File: src/rtl/bitwise_lane_checker_pkg.sv
// Shared types and golden lane function for the bitwise lane checker.
// Also used by other benches of the lane unit.
package bitwise_pkg;

  typedef enum logic [2:0] {
    IDLE,
    DRIVE,
    WAIT,
    CHECK,
    FIN
  } state_t;

  localparam int DEF_WIDTH    = 8;
  localparam int DEF_XOR_BITS = 4;

  // One S0 lane: XOR below the split, AND above it.
  function automatic logic lane_s0(
    input logic a,
    input logic b,
    input int   lane,
    input int   xor_bits
  );
    return (lane < xor_bits) ? (a ^ b) : (a & b);
  endfunction

endpackage

File: src/rtl/bitwise_lane_checker_golden.sv
// Combinational reference of the 2-operand bitwise lane unit.
// S1 is OR; S0 is XOR on low lanes, AND on high lanes.
module bitwise_golden
  import bitwise_pkg::*;
#(
  parameter int WIDTH    = DEF_WIDTH,
  parameter int XOR_BITS = DEF_XOR_BITS
) (
  input  logic [WIDTH-1:0] a,
  input  logic [WIDTH-1:0] b,
  output logic [WIDTH-1:0] s0,
  output logic [WIDTH-1:0] s1
);

  always_comb begin
    s0 = '0;
    for (int i = 0; i < WIDTH; i++) begin
      s0[i] = lane_s0(a[i], b[i], i, XOR_BITS);
    end
  end

  assign s1 = a | b;

endmodule

File: config.mk
export PLATFORM = sky130hd
export DESIGN_NAME = bitwise_golden
export DESIGN_NICKNAME = d
export VERILOG_FILES = /design/src/rtl/bitwise_lane_checker_pkg.sv /design/src/rtl/bitwise_lane_checker_golden.sv
export SDC_FILE = /design/constraint.sdc
export NUM_CORES = 1
export LEC_CHECK = 0
export CAP_MARGIN = 5
export CORE_AREA = 2 2 39 41
export DETAILED_ROUTE_END_ITERATION = 12
export DIE_AREA = 0 0 41 43
export PLACE_DENSITY = 0.59
export REMOVE_ABC_BUFFERS = 1
export SLEW_MARGIN = 25
export SYNTH_ARGS = -nofsm -noshare
export SYNTH_HDL_FRONTEND = slang
export SYNTH_SLANG_ARGS = --single-unit
File: constraint.sdc
create_clock -name vclk -period 0.8
set_clock_uncertainty 0.1 [all_clocks]
set_input_delay 0.08 -clock vclk [all_inputs]
set_output_delay 0.08 -clock vclk [all_outputs]
set_load 0.03 [all_outputs]
==> flow_summary.toml <==
[critical_path]
crit_chain = "clkdlybuf4s15_1, or2_1, buf_6"
start_kind = "input port"
path_class = "input port to output pin"
end_kind = "output pin"
crit_path_max_incr_delay_ns = 0.21
crit_slowest_cell = "or2_1"
cp.arrival_ns = 0.59
required_ns = 0.62
path_max_fanout = 2

[yosys]
synth_top_area_frac = 0.3333
ys_types = 4
netlist_instances = 24
ys_seq_area_frac = 0
synth_area_leader_cell = "ha_1"
synth_area_leaders = "ha_1, inv_1, and2_2"
yosysWarnings = 0
syn_avg_cell_area_sq_um = 6.256
synth.cell_area_sq_um = 150.1

[min_path]
hp-class = "input port to output pin"
min_delay_path_depth = 3

[detailed_routing]
ant_nets = 0
via_per_inst = 3.639
drc = 0
vias = 262
routed_wl_um = 510
routedWlPerCell_um = 7.083
drt_iter0_drc = 0
drtPass1Iterations = 1

[placement]
io_buffers = 32
dp.cells = 72
placed_area_sq_um = 460.4
gp_congestion = 0.5281
dpl.hpwl_um = 448.1

[clock_network]
postCtsSetupRepairBufs = 0
hold_buffers = 0

[sta]
clock.fmax_mhz = 1294
post-route-period-util = 0.9662
drv_slew = 0
rsz0062_at_grt = "false"
fin_crit_ns = 0.7730
hold_viol = 0
worst_pin_slew_ns = 0.09650
finalSetupViolCount = 0
maxSlewHeadroom = 0.9362

[final_layout]
area_delta_synth_final_pct = 203.3
regArea_sq_um = 0
multi_input_area_sq_um = 155.1
seq_cells = 0
layout_common_cells = "buf_2, buf_6, buf_4, inv_1, inv_2"
drive_gt1_frac = 0.8036
postLayoutCellArea_sq_um = 455.4
diodes = 0
fin_nets = 78
layout_commonest_cell = "buf_2"
fill_cells = 164
layout.cells.non_filler = 72
clock_buffers = 0

[floorplanning]
initial_utilization = 0.1085
die_h_um = 43
io_pins = 32
fp.dieArea_sq_um = 1763
fp-row-count = 14
core_sq_um = 1384
fp.dieW_um = 41

[run_status]
outcome = "finished clean"

[grt]
grt_start_max_net_pins = 3
gr-total-overflow = 0
use_met1 = 0.05063
grt_pass1_vias = 213
met3_usage = 0.01571
top_usage_layer = "met2"
grt_use_total = 0.04895
grt_pass1_wl_um = 669
grt_use_met2 = 0.09375
antenna_found_initial = 0

[power_and_ir_drop]
ir_drop_mv = 0.2128
powerDensity_nw_per_um2 = 722.1
cellLeakagePower_uw = 0.0002507

[flow_run]
cap_viol_max_count = 0
-- what timing repair did --
item / in CTS / in global routing
resized for setup: 85 / 5
pin swaps: 8 / 3
endpoints found under the setup margin: 16 / 3
-- logic make-up (layout without fill, tap and decap cells) --
logic type,after synthesis,in the layout,synth area share
fa+ha+maj,4,4,0.3333
simple gates,8,8,0.3666
buf+inv,12,44,0.3000
-- final timing paths --
kind | start | end
worst max-delay path | b[5] | s1[5]
worst min-delay path | a[6] | s1[6]
-- layout make-up --
class | count | share of cell area
timing repair buffer | 32 | 0.5165
multi-input combinational | 12 | 0.3407
tap | 16 | 0.04396
inverter | 12 | 0.09890
-- power breakdown --
group	switching (uW)	internal (uW)	leakage, uW
registers	0	0	0
logic	176	153	0.000251
clock network	0	0	0
total	176	153	0.000251
-- per-layer routing --
layer | share of wire | up-vias
met3 | 0.30 | 0
li1 | - | 129
met2 | 0.39 | 23
met4 | 0 | 0
met1 | 0.32 | 110
met5 | 0 | -
-- synth_stat cells --
cell type and number:
inv_1 12, and2_2 4, ha_1 4, or2_1 4
-- worst max-delay path: cells and delay by family --
family	cells	cell delay (ns)
buffers and inverters	2	0.30
AND/OR/NAND/NOR	1	0.21
-- through the flow --
stage	utilization	TNS [ns]	power [uW]	hold WS (ns)	worst slack [ns]
floorplan	-	0	164.6	0.2702	0.09636
global placement	0.3327	-6.411	317.3	0.7612	-0.6805
detailed placement	0.3327	-6.508	319.6	0.7693	-0.6862
CTS	0.3472	0	340.4	0.3681	0.0008210
global route	0.3291	0	354.0	0.3871	0.006059
finish	0.3291	0	328.9	0.3635	0.02704
(Power assumes the default switching activity.)
